$ cat config.mk
export PLATFORM = sky130hd
export DESIGN_NAME = logic_unit_pipe
export DESIGN_NICKNAME = d
export VERILOG_FILES = /design/src/rtl/logic_unit_pkg.sv /design/src/rtl/logic_unit_stage.sv /design/src/rtl/logic_unit_pipe.sv
export SDC_FILE = /design/constraint.sdc
export NUM_CORES = 1
export LEC_CHECK = 0
export CORE_MARGIN = 5
export CORE_UTILIZATION = 45
export DETAILED_ROUTE_END_ITERATION = 7
export HOLD_SLACK_MARGIN = 0.06
export PLACE_DENSITY = 0.72
export SYNTH_ARGS = -nofsm -noshare
export SYNTH_HDL_FRONTEND = slang
export SYNTH_SLANG_ARGS = --single-unit
$ cat constraint.sdc
create_clock -name clk -period 2.22 [get_ports clk]
set_input_delay 0.222 -clock clk [delete_from_list [all_inputs] [get_ports clk]]
set_output_delay 0.222 -clock clk [all_outputs]
set_load 0.02 [all_outputs]
$ cat src/rtl/logic_unit_pkg.sv
// -----------------------------------------------------------------------------
// logic_unit_pkg
// Shared constants for the pipelined bitwise logic unit: opcode encodings and
// default WIDTH / STAGES values used by logic_unit_pipe and its stage slice.
// -----------------------------------------------------------------------------
package logic_unit_pkg;

  localparam logic [2:0] OP_AND  = 3'd0;
  localparam logic [2:0] OP_OR   = 3'd1;
  localparam logic [2:0] OP_NAND = 3'd2;
  localparam logic [2:0] OP_NOR  = 3'd3;
  localparam logic [2:0] OP_XOR  = 3'd4;
  localparam logic [2:0] OP_XNOR = 3'd5;
  localparam logic [2:0] OP_NOTA = 3'd6;
  localparam logic [2:0] OP_ILL  = 3'd7;

  localparam int DEF_WIDTH  = 8;
  localparam int DEF_STAGES = 2;

endpackage

$ cat src/rtl/logic_unit_stage.sv
// -----------------------------------------------------------------------------
// logic_unit_stage
// One valid/ready register slice of the logic unit pipeline. Holds a result
// word plus its error flag. The slice loads whenever it is empty or its
// content is leaving this cycle, so empty slots fill even when everything
// downstream is stalled.
//
// Ports:
//   clk, rst            clock (rising edge), asynchronous active-high reset
//   in_valid / in_ready upstream handshake
//   in_y, in_err        upstream result and error flag
//   out_valid/out_ready downstream handshake
//   y, err              registered result and error flag
// -----------------------------------------------------------------------------
module logic_unit_stage
  import logic_unit_pkg::*;
#(
  parameter int WIDTH = DEF_WIDTH
) (
  input  logic             clk,
  input  logic             rst,
  input  logic             in_valid,
  output logic             in_ready,
  input  logic [WIDTH-1:0] in_y,
  input  logic             in_err,
  output logic             out_valid,
  input  logic             out_ready,
  output logic [WIDTH-1:0] y,
  output logic             err
);

  logic             vld_q;
  logic [WIDTH-1:0] y_q;
  logic             err_q;

  // Ready is combinational from downstream ready: no skid buffer.
  assign in_ready = !vld_q || out_ready;

  // Register stage: data only loads on an accepted word, so a stalled or
  // drained slot keeps its last contents stable.
  always_ff @(posedge clk or posedge rst) begin
    if (rst) begin
      vld_q <= 1'b0;
      y_q   <= '0;
      err_q <= 1'b0;
    end else if (in_ready) begin
      vld_q <= in_valid;
      if (in_valid) begin
        y_q   <= in_y;
        err_q <= in_err;
      end
    end
  end

  assign out_valid = vld_q;
  assign y         = y_q;
  assign err       = err_q;

endmodule

$ cat src/rtl/logic_unit_pipe.sv
// -----------------------------------------------------------------------------
// logic_unit_pipe
// Pipelined WIDTH-bit bitwise logic unit. The opcode-selected function is
// evaluated combinationally on the inputs, then carried through STAGES
// valid/ready register slices. Latency is STAGES cycles at full throughput,
// empty slots collapse, and backpressure propagates combinationally to
// in_ready.
//
// Parameters: WIDTH (1..64), STAGES (1..4)
//
// Ports:
//   clk, rst             clock (rising edge), asynchronous active-high reset
//   in_valid / in_ready  operand handshake
//   a, b, op             operands and function select (sampled on transfer)
//   out_valid/out_ready  result handshake
//   y, err               result and illegal-opcode flag (from the last stage)
//   xfer_cnt, err_cnt    saturating output-transfer / error-transfer counters,
//                        present only when LOGIC_UNIT_STATS_EN is defined
// -----------------------------------------------------------------------------
module logic_unit_pipe
  import logic_unit_pkg::*;
#(
  parameter int WIDTH  = DEF_WIDTH,
  parameter int STAGES = DEF_STAGES
) (
  input  logic             clk,
  input  logic             rst,
  input  logic             in_valid,
  output logic             in_ready,
  input  logic [WIDTH-1:0] a,
  input  logic [WIDTH-1:0] b,
  input  logic [2:0]       op,
  output logic             out_valid,
  input  logic             out_ready,
  output logic [WIDTH-1:0] y,
  output logic             err
`ifdef LOGIC_UNIT_STATS_EN
  ,
  output logic [15:0]      xfer_cnt,
  output logic [15:0]      err_cnt
`endif
);

  // Returns {err, result}.
  function automatic logic [WIDTH:0] decode(input logic [2:0] f,
                                            input logic [WIDTH-1:0] x,
                                            input logic [WIDTH-1:0] z);
    case (f)
      OP_AND:  return {1'b0, x & z};
      OP_OR:   return {1'b0, x | z};
      OP_NAND: return {1'b0, ~(x & z)};
      OP_NOR:  return {1'b0, ~(x | z)};
      OP_XOR:  return {1'b0, x ^ z};
      OP_XNOR: return {1'b0, ~(x ^ z)};
      OP_NOTA: return {1'b0, ~x};
      default: return {1'b1, {WIDTH{1'b0}}};
    endcase
  endfunction

  // Index k is the input of slice k; index STAGES is the pipe output.
  logic             vld [STAGES+1];
  logic             rdy [STAGES+1];
  logic             er  [STAGES+1];
  logic [WIDTH-1:0] dat [STAGES+1];

  // Function evaluation ahead of the first register stage
  assign {er[0], dat[0]} = decode(op, a, b);
  assign vld[0]          = in_valid;
  assign in_ready        = rdy[0];
  assign rdy[STAGES]     = out_ready;

  for (genvar k = 0; k < STAGES; k++) begin : g_stage
    logic_unit_stage #(.WIDTH(WIDTH)) u_stage (
      .clk       (clk),
      .rst       (rst),
      .in_valid  (vld[k]),
      .in_ready  (rdy[k]),
      .in_y      (dat[k]),
      .in_err    (er[k]),
      .out_valid (vld[k+1]),
      .out_ready (rdy[k+1]),
      .y         (dat[k+1]),
      .err       (er[k+1])
    );
  end

  assign out_valid = vld[STAGES];
  assign y         = dat[STAGES];
  assign err       = er[STAGES];

`ifdef LOGIC_UNIT_STATS_EN
  function automatic logic [15:0] sat_inc(input logic [15:0] c);
    return (c == 16'hFFFF) ? c : c + 16'd1;
  endfunction

  // Statistics: counters step on the edge that completes an output transfer
  always_ff @(posedge clk or posedge rst) begin
    if (rst) begin
      xfer_cnt <= '0;
      err_cnt  <= '0;
    end else if (out_valid && out_ready) begin
      xfer_cnt <= sat_inc(xfer_cnt);
      if (err) err_cnt <= sat_inc(err_cnt);
    end
  end
`endif

endmodule

# After elaboration in Yosys (flattened, before gate mapping)
# Cells that the tools add are included.
word_totals:
  out_inout_bits: 11
  inputBits: 23
  elab_cells: 27
  ff_bits: 20
op_classes:
  bitwise: 7
  reduce_logical: 7
  n_eq_ne: 6
  mux: 1
ops:
  columns: ["operator", "count"]
  rows:
  - ["9-bit case mux with 7 select lines", 1]
  - ["8-bit inverter", 4]
  - ["3-bit == test (second input constant)", 3]
  - ["8-bit bitwise AND", 1]
  - ["8-bit bitwise OR", 1]
  - ["8-bit XOR", 1]
  - ["3-bit by 2-bit == test with 1-bit output (second input constant)", 2]
  - ["2-bit AND reduction", 2]
  - ["3-bit by 1-bit == test with 1-bit output (second input constant)", 1]
  - ["3-bit zero test", 1]
  - ["1-bit zero test", 2]
  - ["1-bit logical OR", 2]

# Depth between registers and ports, before layout
# Gate-level depths: netlist (run 1).
depth:
  word_depth: 4
  ltp_mapped: 6
  ltp_nobuf: 6

# Cells and area by module
# From an unflattened synthesis (run 1), not the netlist that was laid out.
hier_totals:
  hier_cells: 139
  area_unflattened_um2: 1570.3
modules_own_cells:
  columns: ["mod", "cells_per_inst", "seq_area_each_um2", "n_inst", "area_per_inst_um2"]
  rows:
  - ["logic_unit_stage", 23, 250.2, 2, 429.2]
  - ["logic_unit_pipe", 93, 0.0, 1, 711.9]

# Worst setup path before layout (run 1)
# Ideal clock, no wire load.
synth_timing:
  path_type: "register -> register"
  startpoint: "register g_stage[1].u_stage.vld_q"
  endpoint: "register g_stage[0].u_stage.y_q[2]"
  arrival_time_ns: 1.307
  path_slack_ns: 0.821
  t_required_ns: 2.128
  stages_incl_launch_ff: 6
  synth_period_minus_slack_ns: 1.399
  n_path_buf: 1
  setup_ns: 0.092
  cell_sequence: "dfrtp_1 > nand3b_1 > nand2_1 > buf_2 > nand2_1 > o31ai_2"
synth_between:
  elab_chain_len: 4
synth_lines:
  columns: ["item", "line_no", "source"]
  rows:
  - ["from (decl)", "logic_unit_stage.sv:32", "logic vld_q;"]
  - ["from (signal assigned)", "logic_unit_stage.sv:47", "vld_q <= in_valid;"]
  - ["1-bit zero test", "logic_unit_stage.sv:37", "assign in_ready = !vld_q || out_ready;"]
  - ["1-bit logical OR (2 in a row)", "logic_unit_stage.sv:37", null]
  - ["named net in_ready", "logic_unit_pipe.sv:29", "output logic in_ready,"]
  - ["2-bit AND reduction (no line)", null, null]
  - ["to (signal assigned)", "logic_unit_stage.sv:49", "y_q <= in_y;"]
  - ["to (decl)", "logic_unit_stage.sv:33", "logic [WIDTH-1:0] y_q;"]
# The timed path passes the listed nets, and every way through them passes these cells.
# A chain may end at the register's enable or synchronous reset.

# Worst setup path after layout (run 1)
layout_timing:
  startpoint: "input port out_ready"
  endpoint: "output port in_ready"
layout_between:
  elab_chain_len: 2
layout_lines:
  columns: ["item", "line_no", "source"]
  rows:
  - ["from (decl)", "logic_unit_pipe.sv:34", "input logic out_ready,"]
  - ["1-bit logical OR (2 in a row)", "logic_unit_stage.sv:37", null]
  - ["to (decl)", "logic_unit_pipe.sv:29", null]
# Every way passes these cells.

==> run summary, run 1 <==
Static leakage: 0.887 nW
Design Area, Final: 0.00188 sq mm
Setup TNS: 0 ns
Slew Limit Headroom: 0.525
RSZ-0062 raised after global routing: false
Area Overhead vs Synth: 20.4%
Die Ht: 69.0 microns
Worst setup EP type: output port
CP required: 2.00 ns
CTS tree: done
Fin crit share: 0.752
Grt ovf: 0
WP buf/inv: 2
Register area: 500 sq um
Startpoint Class: primary input
Filler cells: 330
Hold buffer count at CTS: 0
VDD IR max: 219 uV
Final Setup Violations: 0
Initial Utilization: 0.465
CP top delay family: buffers and inverters
Total clock sinks: 20
Global-route wire length before repair: 4680 microns
Core area: 0.00336 sq mm
Antenna Violating Nets Remaining: 0
Clk_skew: 0.000753 ns
Worst Hold Class: in2async
Dpl ws: 0.360 ns
Synth top area share: 0.320
CP most frequent cell: clkdlybuf4s50_1
Total Wirelength: 2820 microns
Hpwl dp: 2310 microns
Number of diodes: 0
Tot GR Track Use: 0.126
# nets final: 228
CTS Buffer Depth: 2
Slew Viols, Final: 0
Slack of the critical path: 0.550 ns
Endpoints failing hold: 0
Initial DRT Pass Iterations: 4
DRC: 0
Reg clk slew, reported paths: 0.10 ns
Final period demand of the worst path: 1.67 ns
Die width: 69.0 microns
MaxCap Viol Count: 0
Worst path arrival time: 1.45 ns
Latest clock arrival within the worst-skew pair: 0.29 ns
Net Count, Synth: 205
Commonest non-fill, non-tap cells in the layout: clkdlybuf4s50_1, dfrtp_1, nand2_1
Mapped cell area: 0.00157 sq mm
DP Area: 0.00185 sq mm
Avg WL per Cell: 12.1 microns
# H-tree levels: 1
Via/cell ratio: 5.02
Post-CTS setup buffers: 0
Fmax: 0.599 GHz
Worst-Margin Slew: 0.711 ns
Netlist cell types: 31
Proportion of layout cells with a drive suffix above 1: 0.106
RD Place Congestion: 0.735
Multi-input gate area: 872 sq um
Clock buffer count from CTS: 3
Worst Path Max Fanout: 3
CP max stage cell: clkdlybuf4s50_1
# port buffers: 33
Synth Instances: 166
Critical path type: in2out
Sequential area share after synthesis: 0.320
Worst path max stage delay: 0.62 ns
DRT iter0 DRCs: 44
Number of global-route vias before repair: 1097
Site row count: 21
Critical Path, Cell by Cell: clkdlybuf4s50_1, nand3b_1, clkdlybuf4s50_1
PD cells: 573 mW/mm^2
Synth area leaders: dfrtp_1, ha_1, mux2_2
Post-synth top area cell: dfrtp_1
Via count: 1175
Total power: 0.00108 W
YS warnings: 0
Ports: 34
Synthesized area per cell: 9.43 sq um
#FFs+latches synth: 20
Largest net degree at the start of global routing: 35
Initial antenna violation count: 0
Worst hold slack: 0.339 ns
Die Area: 0.00476 sq mm
Most common cell after layout, fill and taps aside: clkdlybuf4s50_1
Root buffer cell: clkbuf_4
Status: finished, final reports clean
Resize count post-CTS: 0
## path summary, 6_finish.rpt
path | end | depth (start not counted) | slack, ns | startpoint
max in group asynchronous | g_stage[1].u_stage.err$_DFFE_PP0P_ | 2 | 1.43 | rst
min in group clk | g_stage[0].u_stage.y[7]$_DFFE_PP0P_ | 2 | 0.49 | g_stage[0].u_stage.y[7]$_DFFE_PP0P_
min reg2reg | g_stage[0].u_stage.y[7]$_DFFE_PP0P_ | 2 | 0.49 | g_stage[0].u_stage.y[7]$_DFFE_PP0P_
max | in_ready | 3 | 0.55 | out_ready
min | g_stage[1].u_stage.y[5]$_DFFE_PP0P_ | 2 | 0.34 | rst
max reg2reg | g_stage[1].u_stage.y[7]$_DFFE_PP0P_ | 3 | 0.95 | g_stage[1].u_stage.out_valid$_DFFE_PP0P_
## sequential cells by signal (all words and copies together) (netlist names)
register and cells:
g_stage.u_stage.out_valid 2, g_stage.u_stage.y 16, g_stage.u_stage.err 2
## Yosys cell counts
| library cell | instances |
|---|---|
| a21oi_1 | 2 |
| xnor2_1 | 1 |
| o21ai_1 | 2 |
| o32ai_1 | 1 |
| a32o_1 | 5 |
| o21ai_0 | 7 |
| mux2_2 | 11 |
| o22ai_1 | 6 |
| clkbuf_1 | 1 |
| nand2b_1 | 10 |
| a31o_1 | 1 |
| nand2_1 | 19 |
| nor2b_1 | 2 |
| dfrtp_1 | 20 |
| o31ai_2 | 1 |
| nor4b_1 | 1 |
| nand3b_1 | 2 |
| nand3_1 | 1 |
| and2b_1 | 1 |
| ha_1 | 16 |
| or2_2 | 1 |
| o21a_1 | 1 |
| nor2_1 | 7 |
| a211oi_1 | 1 |
| buf_2 | 1 |
| o221a_2 | 1 |
| buf_4 | 11 |
| mux2_4 | 1 |
| buf_6 | 3 |
| inv_1 | 18 |
| mux2i_1 | 11 |
## metal layers
metal,wire (microns),vias up,track usage
met2,1330,34,0.225
li1,-,600,-
met3,147,2,0.0146
met5,0,-,0
met4,12,0,0.0438
met1,1330,539,0.156
## worst reg2reg max path, cell delays in order (launching register included)
cell and delay (ns):
dfrtp_1 0.38, nand2b_1 0.09, nand2_1 0.31, mux2_2 0.38
## layout make-up
class | count | share of cell area
Timing Repair Buffer | 34 | 0.186
Clock buffer | 4 | 0.0193
Sequential cell | 20 | 0.266
Inverter | 18 | 0.0359
Tap cell | 46 | 0.0305
Multi-Input combinational cell | 112 | 0.463
## logic make-up (layout without fill, tap and decap cells)
| kind of cell | after synthesis | after routing | share of synthesized area |
|---|---|---|---|
| XOR/XNOR | 1 | 1 | 0.00560 |
| buffers and inverters | 34 | 56 | 0.123 |
| flip-flops | 20 | 20 | 0.320 |
| adder cells (fa/ha/maj) | 16 | 16 | 0.128 |
| multiplexers | 23 | 23 | 0.159 |
| AND/OR/NAND/NOR | 44 | 44 | 0.137 |
| AO/OA/AOI/OAI | 28 | 28 | 0.127 |
## per-stage QoR
step                std cells   util
floorplan                 166      -
global placement          230  0.549
detailed placement        230  0.549
CTS                       234  0.560
global route              234  0.560
finish                    234  0.560
## where the power goes
part	leakage (nW)	internal (W)	total (W)	switching, W
registers	0.249	0.000434	0.000470	0.0000359
clock network	0.0210	0.0000999	0.000201	0.000101
logic	0.616	0.000216	0.000408	0.000192
Note: power is estimated with default switching activity, not from simulation.
==> run 2, diff against run 1 <==
==> constraint.sdc (replaced) <==
create_clock -name clk -period 1.7 [get_ports clk]
set_input_delay 0.17 -clock clk [delete_from_list [all_inputs] [get_ports clk]]
set_output_delay 0.17 -clock clk [all_outputs]
set_load 0.02 [all_outputs]
==> run 2 against run 1 <==
Total power grew 32%. Clock skew grew 0.00063 ns. Largest power group unchanged. Core utilization is 1.1 points higher. Clock power grew 33%. Die area did not move.
==> run summary, run 2 (same netlist as run 1, synthesis figures left out) <==
Largest net degree at the start of global routing: 32
Stages on worst setup path: 2
Placed insts: 235
WP buf/inv: 1
Worst-Margin Slew: 0.726 ns
PD cells: 739 mW/mm^2
Die Area: 0.00476 sq mm
Fmax: 0.619 GHz
Critical path type: reg2out
Tot GR Track Use: 0.134
Clk_skew: 0.00138 ns
Worst path max stage delay: 0.61 ns
Post-CTS setup buffers: 0
CP required: 1.53 ns
CTS Buffer Depth: 2
CP max stage cell: clkdlybuf4s50_1
Via count: 1227
Cell-internal power: 0.000988 W
Antenna Violating Nets Remaining: 0
Worst reg2reg endpoint: g_stage[1].u_stage.y[3]$_DFFE_PP0P_
# H-tree levels: 1
Worst Path Max Fanout: 3
Root buffer cell: clkbuf_4
Avg WL per Cell: 11.8 microns
Grt ovf: 0
Status: finished, final reports clean
# nets final: 233
RSZ-0062 raised after global routing: false
Number of global-route vias before repair: 1186
Initial DRT Pass Iterations: 4
Final Non-Filler Cells: 239
CP endpoint: in_ready
DRC: 0
Global-route wire length before repair: 4930 microns
Initial antenna violation count: 0
CTS tree: done
Max FFs per register: 16
Seq pwr share: 0.431
Crit path from: g_stage[0].u_stage.out_valid$_DFFE_PP0N_
Slew Viols, Final: 0
Final Setup Violations: 0
Most common cell after layout, fill and taps aside: clkdlybuf4s50_1
Endpoints failing hold: 0
Area Overhead vs Synth: 22.8%
Total Wirelength: 2820 microns
MaxCap Viol Count: 0
Reg clk slew, reported paths: 0.10 ns
Via/cell ratio: 5.13
Slew Limit Headroom: 0.515
Clock buffer count from CTS: 3
Critical Path, Cell by Cell: nand3b_1, clkdlybuf4s50_1
Comb power frac: 0.381
Core area: 0.00336 sq mm
Startpoint Class: flip-flop
Static leakage: 0.911 nW
Site row count: 21
VDD IR max: 258 uV
Latest clock arrival within the worst-skew pair: 0.30 ns
Register-to-register path setup slack: 0.44 ns
Proportion of layout cells with a drive suffix above 1: 0.130
Commonest non-fill, non-tap cells in the layout: clkdlybuf4s50_1, dfrtp_1, nand2_1
Initial Utilization: 0.465
Reg2Reg Depth: 3
Hold buffer count at CTS: 0
R2R Path Start: g_stage[1].u_stage.out_valid$_DFFE_PP0P_
Hpwl dp: 2270 microns
Net Switching: 0.000432 W
Setup TNS: 0 ns
Ports: 34
Worst Hold Class: in2async
Number of diodes: 0
Fin crit share: 0.950
CP top delay family: buffers and inverters
# port buffers: 33
Resize count post-CTS: 0
Die Ht: 69.0 microns
Clock share of power: 0.188
Switch share: 0.304
Worst hold slack: 0.296 ns
Final period demand of the worst path: 1.62 ns
Worst path arrival time: 1.45 ns
Worst setup EP type: output port
DRT iter0 DRCs: 67
Total clock sinks: 20
Die width: 69.0 microns
RD Place Congestion: 0.739
run 2: cell count changes in the layout (fill, tap and decap cells not counted), sizes merged:
cell and delta:
buf +5
run 2: worst min path at each step:
| stage | startpoint | endpoint | slack (ns) | cells after the start |
|---|---|---|---|---|
| 2_1_floorplan | rst | g_stage[0].u_stage.err$_DFFE_PP0P_ | 0.13 | 1 |
| 3_3_place_gp | g_stage[0].u_stage.y[7]$_DFFE_PP0P_ | g_stage[0].u_stage.y[7]$_DFFE_PP0P_ | 0.46 | 2 |
| 3_5_place_dp | g_stage[0].u_stage.y[7]$_DFFE_PP0P_ | g_stage[0].u_stage.y[7]$_DFFE_PP0P_ | 0.47 | 2 |
| 4_1_cts | rst | g_stage[0].u_stage.out_valid$_DFFE_PP0N_ | 0.32 | 2 |
| 5_1_grt | rst | g_stage[1].u_stage.y[7]$_DFFE_PP0P_ | 0.38 | 2 |
| 6_report | rst | g_stage[1].u_stage.y[1]$_DFFE_PP0P_ | 0.30 | 2 |
run 2: final cells by class:
type,count,area (sq um)
Clock buffer,4,36.3
Sequential cell,20,500
Tap cell,46,57.6
Inverter,18,67.6
Timing Repair Buffer,39,388
Multi-Input combinational cell,112,872
Fill cell,320,1440
run 2: layer usage:
metal,part of all wire,global-route usage,routed length [microns],up-vias
met1,0.44,0.156,1250,555
met4,0.020,0.0657,55,0
li1,-,-,-,619
met2,0.46,0.235,1290,49
met5,0,0,0,-
met3,0.081,0.0227,227,4
run 2: power by group through the flow:
stage | clock network, W | logic (W) | registers, W
final | 0.000267 | 0.000541 | 0.000612
after global routing | 0.000294 | 0.000594 | 0.000625
after CTS | 0.000279 | 0.000546 | 0.000614
after detailed placement | 0 | 0.000545 | 0.000625
after global placement | 0 | 0.000527 | 0.000619
after floorplan | 0 | 0.000396 | 0.000616
run 2: per-stage QoR:
| step | util | total power (W) | instance area [sq um] | setup slack (ns) |
|---|---|---|---|---|
| after detailed placement | 0.561 | 0.00117 | 1890 | -0.0597 |
| after CTS | 0.571 | 0.00144 | 1920 | 0.0596 |
| after floorplan | - | 0.00101 | 1570 | 0.301 |
| after global routing | 0.571 | 0.00151 | 1920 | 0.0142 |
| after global placement | 0.561 | 0.00115 | 1890 | -0.0122 |
| final | 0.571 | 0.00142 | 1920 | 0.0845 |
